File: src/rtl/zero_unpad.sv
// Collapses a zero-dilated (2*SIZE-1)^2 raster stream back to its SIZE x SIZE grid,
// forwarding even-row/even-col elements and flagging any nonzero discarded element.
module zero_unpad #(
  parameter int SIZE   = 2,
  parameter int DATA_W = 32
) (
  input  logic              clk,
  input  logic              reset,
  input  logic              clr,
  input  logic              in_valid,
  output logic              in_ready,
  input  logic [DATA_W-1:0] in_data,
  output logic              out_valid,
  input  logic              out_ready,
  output logic [DATA_W-1:0] out_data,
  output logic              out_last,
  output logic              frame_err,
  output logic              pad_err
);

  localparam int N  = 2*SIZE - 1;
  localparam int CW = $clog2(N);
  localparam logic [CW-1:0] LAST = CW'(N - 1);

  logic [CW-1:0]     row_p0, col_p0;
  logic              acc_p0;
  logic              pad_p0;
  logic              vld_p1;
  logic [DATA_W-1:0] data_p1;
  logic              last_p1, ferr_p1;

  logic accept, keep, at_eol, at_eof, drop_nz, load;

  // Every position, kept or dropped, stalls while the output register is occupied.
  assign in_ready = !vld_p1 || out_ready;
  assign accept   = in_valid && in_ready;
  assign keep     = !row_p0[0] && !col_p0[0];
  assign at_eol   = (col_p0 == LAST);
  assign at_eof   = at_eol && (row_p0 == LAST);
  assign drop_nz  = accept && !keep && (in_data != '0);
  assign load     = accept && keep;

  // Stage p0: raster position and pad-error tracking
  always_ff @(posedge clk or negedge reset) begin
    if (!reset) begin
      row_p0 <= '0;
      col_p0 <= '0;
      acc_p0 <= 1'b0;
      pad_p0 <= 1'b0;
    end else if (clr) begin
      row_p0 <= '0;
      col_p0 <= '0;
      acc_p0 <= 1'b0;
      pad_p0 <= 1'b0;
    end else if (accept) begin
      if (at_eof) begin
        row_p0 <= '0;
        col_p0 <= '0;
        acc_p0 <= 1'b0;
      end else if (at_eol) begin
        row_p0 <= row_p0 + CW'(1);
        col_p0 <= '0;
      end else begin
        col_p0 <= col_p0 + CW'(1);
      end
      if (drop_nz) begin
        acc_p0 <= 1'b1;
        pad_p0 <= 1'b1;
      end
    end
  end

  // Stage p1: output register control
  always_ff @(posedge clk or negedge reset) begin
    if (!reset) begin
      vld_p1  <= 1'b0;
      last_p1 <= 1'b0;
      ferr_p1 <= 1'b0;
    end else if (clr) begin
      vld_p1  <= 1'b0;
      last_p1 <= 1'b0;
      ferr_p1 <= 1'b0;
    end else if (load) begin
      vld_p1  <= 1'b1;
      last_p1 <= at_eof;
      ferr_p1 <= at_eof && acc_p0;
    end else if (vld_p1 && out_ready) begin
      vld_p1  <= 1'b0;
    end
  end

  // Stage p1: output data, untouched by clr so a held value survives an abort
  always_ff @(posedge clk or negedge reset) begin
    if (!reset) begin
      data_p1 <= '0;
    end else if (!clr && load) begin
      data_p1 <= in_data;
    end
  end

  assign out_valid = vld_p1;
  assign out_data  = data_p1;
  assign out_last  = last_p1;
  assign frame_err = ferr_p1;
  assign pad_err   = pad_p0;

endmodule
File: config.mk
export PLATFORM = sky130hd
export DESIGN_NAME = zero_unpad
export DESIGN_NICKNAME = d
export VERILOG_FILES = /design/src/rtl/zero_unpad.sv
export SDC_FILE = /design/constraint.sdc
export NUM_CORES = 1
export LEC_CHECK = 0
export CORE_ASPECT_RATIO = 1.5
export CORE_MARGIN = 5
export CORE_UTILIZATION = 40
export CTS_BUF_LIST = sky130_fd_sc_hd__clkbuf_2
export DETAILED_ROUTE_END_ITERATION = 10
export GPL_TIMING_DRIVEN = 0
export PLACE_DENSITY_LB_ADDON = 0.05
export SETUP_SLACK_MARGIN = 0.15
export SYNTH_ARGS = -nofsm -noshare
export SYNTH_HDL_FRONTEND = slang
export SYNTH_SLANG_ARGS = --single-unit
File: constraint.sdc
create_clock -name clk -period 1.8 [get_ports clk]
set_clock_uncertainty 0.15 [all_clocks]
set_input_delay 0.36 -clock clk [delete_from_list [all_inputs] [get_ports clk]]
set_output_delay 0.36 -clock clk [all_outputs]
set_load 0.005 [all_outputs]
==> results of run 1 <==
[registers in the layout (all words and copies together) (netlist names)]
register and count:
out_data 32, col_p0 2, row_p0 2, acc_p0 1, frame_err 1, out_last 1
out_valid 1, pad_err 1
[per-layer routing]
metal  share of wire (%)  track usage [%]
met1                  39             17.4
met2                  54             30.5
met3                 6.0             4.13
met4                 1.5             5.71
met5                   0                0
[through the flow]
stage	setup TNS [ps]	area (um2)	setup WS, ps	hold WS, ps
2_1_floorplan	0	1820	90.2	-85.6
3_5_place_dp	-15490	2600	-461	344
4_1_cts	0	2870	31.3	190
5_1_grt	-10.2	2960	-4.60	212
6_report	0	2960	35.1	213
3_3_place_gp	-45430	2600	-758	344
[synthesized netlist by cell type]
cell type  instances
nor2_4             1
nor4_1             8
mux2_4            30
and4bb_2           1
clkbuf_1           1
mux2_2             2
nand3_4            1
nor2_1             1
buf_6              5
nand3b_1           1
o21ai_0            1
and2_1             1
nand4_1            2
or3b_2             1
o221ai_1           1
inv_1              2
nand2_1            7
dfrtp_1           41
or3_1              2
or2_1              1
or2_2              1
nand2b_1           1
a21oi_1            9
nand4b_1           1
[worst paths after layout]
path,end,cells after the start,from,slack [ps]
setup / recovery,out_data[12],7,out_valid,40
setup reg to reg,out_data[12],7,out_valid,40
max in group asynchronous,row_p0[0],2,reset,430
hold reg to reg,frame_err,2,frame_err,380
min in group asynchronous,out_data[7],2,reset,450
hold / removal,col_p0[0],2,clr,210
[worst max-delay path, cell delays in order, from the launching register on]
cell	delay, ps
dfrtp_1	450
nand2b_4	80
buf_6	110
nand3_4	60
or2_4	240
buf_12	160
buf_12	140
mux2_4	290
[final cells by class]
class | instances | area share, %
sequential | 41 | 34.8
clock buffer | 5 | 0.847
timing repair buffer | 95 | 31.8
clock inverter | 3 | 1.40
inverter | 2 | 0.254
tap | 48 | 2.03
multi-input combinational | 73 | 25.6
buffer | 6 | 3.22
[logic make-up (layout without fill, tap and decap cells)]
| logic type | Yosys count | in the layout | synth area share, % |
|---|---|---|---|
| compound gates | 11 | 11 | 3.23 |
| flops | 41 | 41 | 56.3 |
| simple gates | 30 | 30 | 10.8 |
| mux | 32 | 32 | 26.0 |
| buf+inv | 8 | 111 | 3.71 |
[power breakdown]
part	total [mW]	internal [mW]	switching, mW
clock	0.539	0.230	0.309
sequential	1.20	1.10	0.102
combinational	0.910	0.645	0.265
[timing repair]
action	CTS	global route
hold buffers	1	0
hold endpoints to repair	41	0
gates resized for setup	63	27
pin swaps	3	2
gates cloned	3	0
endpoints found under the setup margin	68	63
buffers inserted	14	5
==> summary.txt, run 1 <==
Route
  – Drt via density: ~5.0
  – Routed len/inst: 16.8 um
  – Initial drt markers: 32
  – Drt total wl: between 4000 and 5000 um
  – # DRC: 0
  – Vias: 1373
  – DRT antenna net count: 0
  – First-pass DRT Iterations: 4

Floorplanning
  – Core Area: 4470 um2
  – Die Height: 92.7 um
  – Row Count: 30
  – # IOs: 74
  – Die area: 6030 um2
  – Width of the die: 65.1 um
  – Initial core utilization: 40.8%

Placement
  – PortBufs: roughly 70
  – Dpl cells: 242
  – Placer congestion estimate: between 0.7 and 0.8
  – Hpwl dp: 3250 um

Timing
  – Minimum clock period: 1760 ps
  – Max Clk Rate: 567 MHz
  – Least-Margin Pin Slew: between 900 and 1000 ps
  – Final setup vio count: 0
  – RSZ-0062 raised after global routing: true
  – Slew Limit Headroom: 39.7%
  – Slew Viols, Final: 0
  – Final Hold Vio Count: 0
  – Period utilization: ~98%

Yosys
  – Cells after synthesis: about 120
  – #FFs+latches synth: 41
  – Leading post-synthesis cells by cell area: dfrtp_1 (56%), mux2_4 (25%), buf_6 (3.1%)
  – Top cell type by total area after synthesis: dfrtp_1
  – Cell Area, Synth: between 1500 and 2000 um2
  – Syn Nets: 159
  – Post-synth top area share: 56.3%
  – Mapped Avg Cell Area: 14.9 um2
  – Sequential share of the synthesized area: between 50% and 60%
  – YS warnings: 0
  – Unique masters post-synth: 24

Pwr
  – Max IR drop VDD: 510 uV
  – Final Power: 2.65 mW
  – Static leakage: 1.39 nW
  – Pwr/cell area: 896 nW/um2

GRT
  – Largest net degree at the start of global routing: 42
  – Overflow after GRT: 0
  – Vias in the first global route: 1546
  – GRT Util Overall: between 10% and 20%
  – First-pass GRT wire length: 7580 um
  – Initial antenna violation count: 0

Clock network
  – Max clock buf depth: 2
  – Skew-Pair Late Insertion Delay: 390 ps
  – Root Buffer: clkbuf_2
  – H-Tree Depth: 2
  – CTS tree: yes
  – Reg clk slew, reported paths: about 200 ps
  – CTS buffer count: 5
  – Clock sinks: 41

Worst setup path
  – CP Launch Type: register
  – WP data required: between 1500 and 2000 ps
  – Data arrival time of the critical path: between 1500 and 2000 ps
  – WS Path Type: reg2reg
  – CP endpoint kind: register
  – CP Max Fanout: 8

Layout
  – Storage element area: just over 1000 um2
  – FILL cells: 353
  – Final nets: 261
  – Final Non-Filler Cells: around 270
  – Share of cells above drive strength 1: 35.6%
  – # diodes: 0
  – Most frequent cells in the layout: dfrtp_1 (39), clkdlybuf4s50_1 (33), mux2_4 (30), clkdlybuf4s15_1 (30), buf_4 (19)
  – Commonest non-fill, non-tap cell in the layout: dfrtp_1
  – Multi-input gate area: ~760 um2
  – Fin util: 66.2%
  – Area Overhead vs Synth: 62.2%

Outcome
  – Status: finished clean

Worst hold path
  – Hold Crit Class: in2reg

Flow run
  – Max-Cap Viols: 0
Note: power is estimated with default switching activity, not from simulation.
==> inputs of run 2 (changes only) <==
--- a/config.mk
+++ b/config.mk
@@ -8,7 +8,7 @@
 export CORE_ASPECT_RATIO = 1.5
 export CORE_MARGIN = 5
 export CORE_UTILIZATION = 40
-export CTS_BUF_LIST = sky130_fd_sc_hd__clkbuf_2
+export CTS_BUF_LIST = sky130_fd_sc_hd__clkbuf_8
 export DETAILED_ROUTE_END_ITERATION = 10
 export GPL_TIMING_DRIVEN = 0
 export PLACE_DENSITY_LB_ADDON = 0.05
==> summary.txt, run 2 (synthesized netlist as in run 1, its figures left out) <==
Layout
  – Share of cells above drive strength 1: 39.0%
  – Commonest non-fill, non-tap cell in the layout: dfrtp_1
  – Fin util: 67.9%
  – Area Overhead vs Synth: 66.5%
  – Final nets: 259
  – Most frequent cells in the layout: dfrtp_1 (39), dlygate4sd2_1 (38), mux2_4 (30)
  – Number of flip-flops in the largest register: 32
  – # diodes: 0

GRT
  – Initial antenna violation count: 0
  – Largest net degree at the start of global routing: 42
  – Overflow after GRT: 0
  – First-pass GRT wire length: 7760 um
  – Vias in the first global route: 1585
  – GRT Util Overall: 16.8%

Timing
  – Setup TNS: 0 ps
  – Final setup vio count: 0
  – RSZ-0062 raised after global routing: true
  – Slew Viols, Final: 0
  – Final Hold Vio Count: 0
  – Least-Margin Pin Slew: 902 ps
  – Slew Limit Headroom: 39.9%
  – Period utilization: a little over nine tenths
  – Setup WS post-layout: about 52 ps
  – Minimum clock period: roughly 1700 ps
  – Max Clk Rate: between 500 and 600 MHz

Route
  – Vias: 1355
  – Drt via density: 5.00
  – Initial drt markers: 36
  – Routed len/inst: roughly 17 um
  – First-pass DRT Iterations: 4
  – Drt total wl: around 4700 um
  – # DRC: 0
  – DRT antenna net count: 0

Pwr
  – Final Power: between 2 and 3 mW
  – Static leakage: 1.49 nW
  – Max IR drop VDD: ~500 uV
  – Pwr/cell area: 942 nW/um2

Floorplanning
  – Initial core utilization: about 41%
  – # IOs: 74
  – Width of the die: 65.1 um
  – Die area: around 6000 um2
  – Row Count: 30
  – Core Area: 4470 um2
  – Die Height: between 90 and 100 um

Clock network
  – Root Buffer: clkbuf_8
  – Hold_buf cts: 0
  – Max clock buf depth: 2
  – H-Tree Depth: 2
  – Clock sinks: 41
  – CTS buffer count: 5
  – CTS tree: yes
  – Skew-Pair Late Insertion Delay: 290 ps
  – Reg clk slew, reported paths: approximately 90 ps

Placement
  – Place WS: -461 ps
  – PortBufs: 72
  – Hpwl dp: about 3200 um
  – Placer congestion estimate: 0.717

Worst hold path
  – Hold Crit Class: in2async

Worst setup path
  – CP Launch Type: register
  – CP endpoint kind: register
  – CP Max Fanout: 8
  – WP data required: 1830 ps
  – Data arrival time of the critical path: 1780 ps
  – WS Path Type: reg2reg

Outcome
  – Status: finished clean

Flow run
  – Max-Cap Viols: 0
[run 2: cell types whose count changed in the layout (fill, tap and decap cells not counted), sizes merged]
cell / previous run / this run
buf: 29 / 28
clkbuf: 6 / 7
clkdlybuf4s15: 30 / 0
clkdlybuf4s50: 33 / 25
clkinv: 1 / 0
dlygate4sd2: 6 / 38
dlygate4sd3: 1 / 0
dlymetal6s2s: 1 / 7
[run 2: path summary, 6_finish.rpt]
path,startpoint,endpoint,slack [ps],depth (start not counted)
hold reg to reg,out_data[20],out_data[20],360,1
max in group asynchronous,reset,row_p0[0],840,1
setup reg to reg,out_valid,out_data[11],50,7
min in group clk,in_data[29],out_data[29],210,2
setup / recovery,out_valid,out_data[11],50,7
hold / removal,reset,out_data[27],40,1
[run 2: where the power goes]
part           total [mW]  leakage (nW)  switching [mW]  internal (mW)
clock network       0.785        0.0574           0.334          0.451
registers            1.19         0.497          0.0954           1.10
logic               0.877         0.939           0.273          0.603
total                2.86          1.49           0.702           2.15
[run 2: cell type report]
cell class | count | area, um2
Buffer | 6 | 95.1
Clock buffer | 6 | 82.6
Clock inverter | 2 | 37.5
Fill cell | 364 | 1430
Inverter | 2 | 7.51
Multi-Input combinational cell | 73 | 810
Sequential cell | 41 | 1030
Tap cell | 48 | 60.1
Timing Repair Buffer | 93 | 912
[run 2: timing repair]
item                                    4_1_cts  5_1_grt
buffers inserted                             17        1
gates resized for setup                      55       23
gates cloned                                  3        0
pin swaps                                     1       11
endpoints found under the setup margin       72       37
[run 2: through the flow]
step	hold WS [ps]	cell area, um2	instances
after floorplan	-85.6	1820	122
after global placement	344	2600	242
after detailed placement	344	2600	242
after CTS	79.1	2930	270
after global routing	124	3030	271
final	37.9	3030	271
[run 2: layer usage]
metal	vias to the layer above	part of all wire, %	track usage [%]
met5	-	0	0
met4	0	1.3	6.23
met3	8	6.2	4.73
met2	46	55	31.1
met1	666	38	17.7
li1	635	-	-
[run 2: critical path, stage by stage (launching register included)]
cell and delay (ps):
dfrtp_1 410, nand2b_4 80, buf_6 100, nand3_4 60, or2_4 250, buf_12 160
buf_16 140, mux2_4 290
==> inputs of run 3 (changes only) <==
--- a/config.mk
+++ b/config.mk
@@ -12,7 +12,7 @@
 export DETAILED_ROUTE_END_ITERATION = 10
 export GPL_TIMING_DRIVEN = 0
 export PLACE_DENSITY_LB_ADDON = 0.05
-export SETUP_SLACK_MARGIN = 0.15
+export SETUP_SLACK_MARGIN = 0.4
 export SYNTH_ARGS = -nofsm -noshare
 export SYNTH_HDL_FRONTEND = slang
 export SYNTH_SLANG_ARGS = --single-unit
==> summary.txt, run 3 (synthesized netlist as in run 1, its figures left out) <==
Outcome
  – Status: complete, but fails checks
  – Failing checks: setup timing

Worst hold path
  – Hold Crit Class: in2async

Timing
  – Slew Limit Headroom: 39.0%
  – Period utilization: 104%
  – Hold Worst Slack: ~45 ps
  – Minimum clock period: between 1500 and 2000 ps
  – Least-Margin Pin Slew: 914 ps
  – Final setup vio count: 10
  – Slew Viols, Final: 0
  – Setup WS post-layout: -71.7 ps
  – Final Hold Vio Count: 0
  – RSZ-0062 raised after global routing: true
  – Max Clk Rate: roughly 530 MHz

Route
  – Vias: approximately 1400
  – Drt via density: 5.00
  – Initial drt markers: 20
  – Drt total wl: between 4000 and 5000 um
  – First-pass DRT Iterations: 4
  – Routed len/inst: 16.6 um
  – # DRC: 0
  – DRT antenna net count: 0

Clock network
  – CTS buffer count: 5
  – H-Tree Depth: 2
  – Max clock buf depth: 2
  – Clock sinks: 41
  – Root Buffer: clkbuf_8
  – Skew-Pair Late Insertion Delay: 290 ps
  – Reg clk slew, reported paths: 80 ps
  – CTS tree: yes

Floorplanning
  – Width of the die: 65.1 um
  – Row Count: 30
  – Die Height: just over 90 um
  – Core Area: 4470 um2
  – Die area: approximately 6000 um2
  – # IOs: between 70 and 80
  – Initial core utilization: 40.8%

GRT
  – Overflow after GRT: 0
  – First-pass GRT wire length: 7420 um
  – Largest net degree at the start of global routing: 42
  – Initial antenna violation count: 0
  – Vias in the first global route: 1545
  – GRT Util Overall: 16.0%

Flow run
  – Max-Cap Viols: 0

Pwr
  – Psw: 0.708 mW
  – Clock power share: 29.5%
  – Switching Share: 23.8%
  – Power share of the sequential group: 40.1%
  – Int Pwr: 2.27 mW
  – Final Power: about 3.0 mW
  – Comb pwr share: 30.4%
  – Max IR drop VDD: approximately 760 uV
  – Pwr/cell area: 992 nW/um2
  – Static leakage: 1.47 nW

Layout
  – Final Non-Filler Cells: 285
  – Area Overhead vs Synth: 64.7%
  – Most frequent cells in the layout: dfrtp_1 (40), clkdlybuf4s50_1 (32), mux2_4 (30)
  – Number of flip-flops in the largest register: 32
  – Fin util: about two thirds
  – Commonest non-fill, non-tap cell in the layout: dfrtp_1
  – FILL cells: 353
  – Share of cells above drive strength 1: 56.5%
  – # diodes: 0
  – Final non-filler cell area: 3000 um2
  – Final nets: 273

Worst setup path
  – WP data required: 1830 ps
  – R2R cell count: 7
  – CP Launch Type: register
  – CP Max Fanout: 7
  – WS Path Type: reg2reg
  – Data arrival time of the critical path: 1900 ps
  – CP endpoint kind: register
  – Worst R2R Setup Slack: -70 ps
  – Worst R2R End: out_data[9]
  – Reg2reg start: row_p0[0]

Placement
  – PortBufs: 72
  – Placer congestion estimate: 0.748
  – Dpl cells: 242
  – Area post-placement: 2600 um2
  – Hpwl dp: 3120 um
[run 3: cell count changes in the layout (fill, tap and decap cells not counted), moves of 2 or more]
cell	before	now
buf_6	4	6
buf_4	16	27
a21oi_1	8	5
buf_2	1	29
a21oi_2	1	4
dlygate4sd2_1	38	2
buf_12	4	6
nor4_1	0	5
nor4_2	7	3
clkbuf_2	0	7
dlymetal6s2s_1	7	0
clkdlybuf4s50_1	25	32
[run 3: per-stage QoR]
step	worst slack, ps	TNS (ps)
after CTS	-57.1	-549
after floorplan	90.3	0
final	-71.7	-692
after global routing	-113	-1090
after global placement	-797	-47040
after detailed placement	-450	-15100
[run 3: layout make-up]
cell class              count  area (um2)  area share, %
inverters                   2        7.51          0.250
well taps                  48        60.1           2.00
clock buffers               5        68.8           2.29
repair buffers            107         897           29.9
multi-input cells          73         779           26.0
clock inverters             3        65.1           2.17
flip-flops and latches     41        1030           34.2
plain buffers               6        95.1           3.17
[run 3: repair_timing]
item | in CTS | in global routing
hold buffers | 0 | 0
gates cloned | 2 | 1
setup buffers | 24 | 8
pin swaps | 4 | 5
resized for setup | 152 | 17
setup endpoints to repair | 75 | 49
[run 3: metal layers]
| metal | vias to the layer above | global-route usage [%] | part of all wire [%] |
|---|---|---|---|
| met2 | 47 | 28.5 | 53 |
| li1 | 664 | - | - |
| met1 | 708 | 17.7 | 39 |
| met5 | - | 0 | 0 |
| met3 | 5 | 4.85 | 6.3 |
| met4 | 0 | 5.71 | 1.5 |
[run 3: power groups by stage]
stage | sequential, mW | clock, mW | combinational, mW
6_report | 1.19 | 0.879 | 0.906
5_1_grt | 1.21 | 0.935 | 0.969
3_5_place_dp | 1.22 | 0 | 0.847
2_1_floorplan | 1.23 | 0 | 0.326
3_3_place_gp | 1.21 | 0 | 0.843
4_1_cts | 1.19 | 0.896 | 0.863
[run 3: how the worst max path moves through the flow]
stage	startpoint	to	depth (start not counted)
2_1_floorplan	out_ready	out_data[0]	7
3_3_place_gp	reset	out_data[11]	1
3_5_place_dp	out_ready	out_data[22]	8
4_1_cts	out_valid	out_data[11]	8
5_1_grt	out_valid	out_data[9]	8
6_report	row_p0[0]	out_data[9]	7
[run 3: critical path: stages, from the launching register on]
cell and delay [ps]:
dfrtp_1 460, nor2_4 130, nand3_4 80, or2_4 250, buf_12 150, buf_12 130
buf_16 130, mux2_4 290
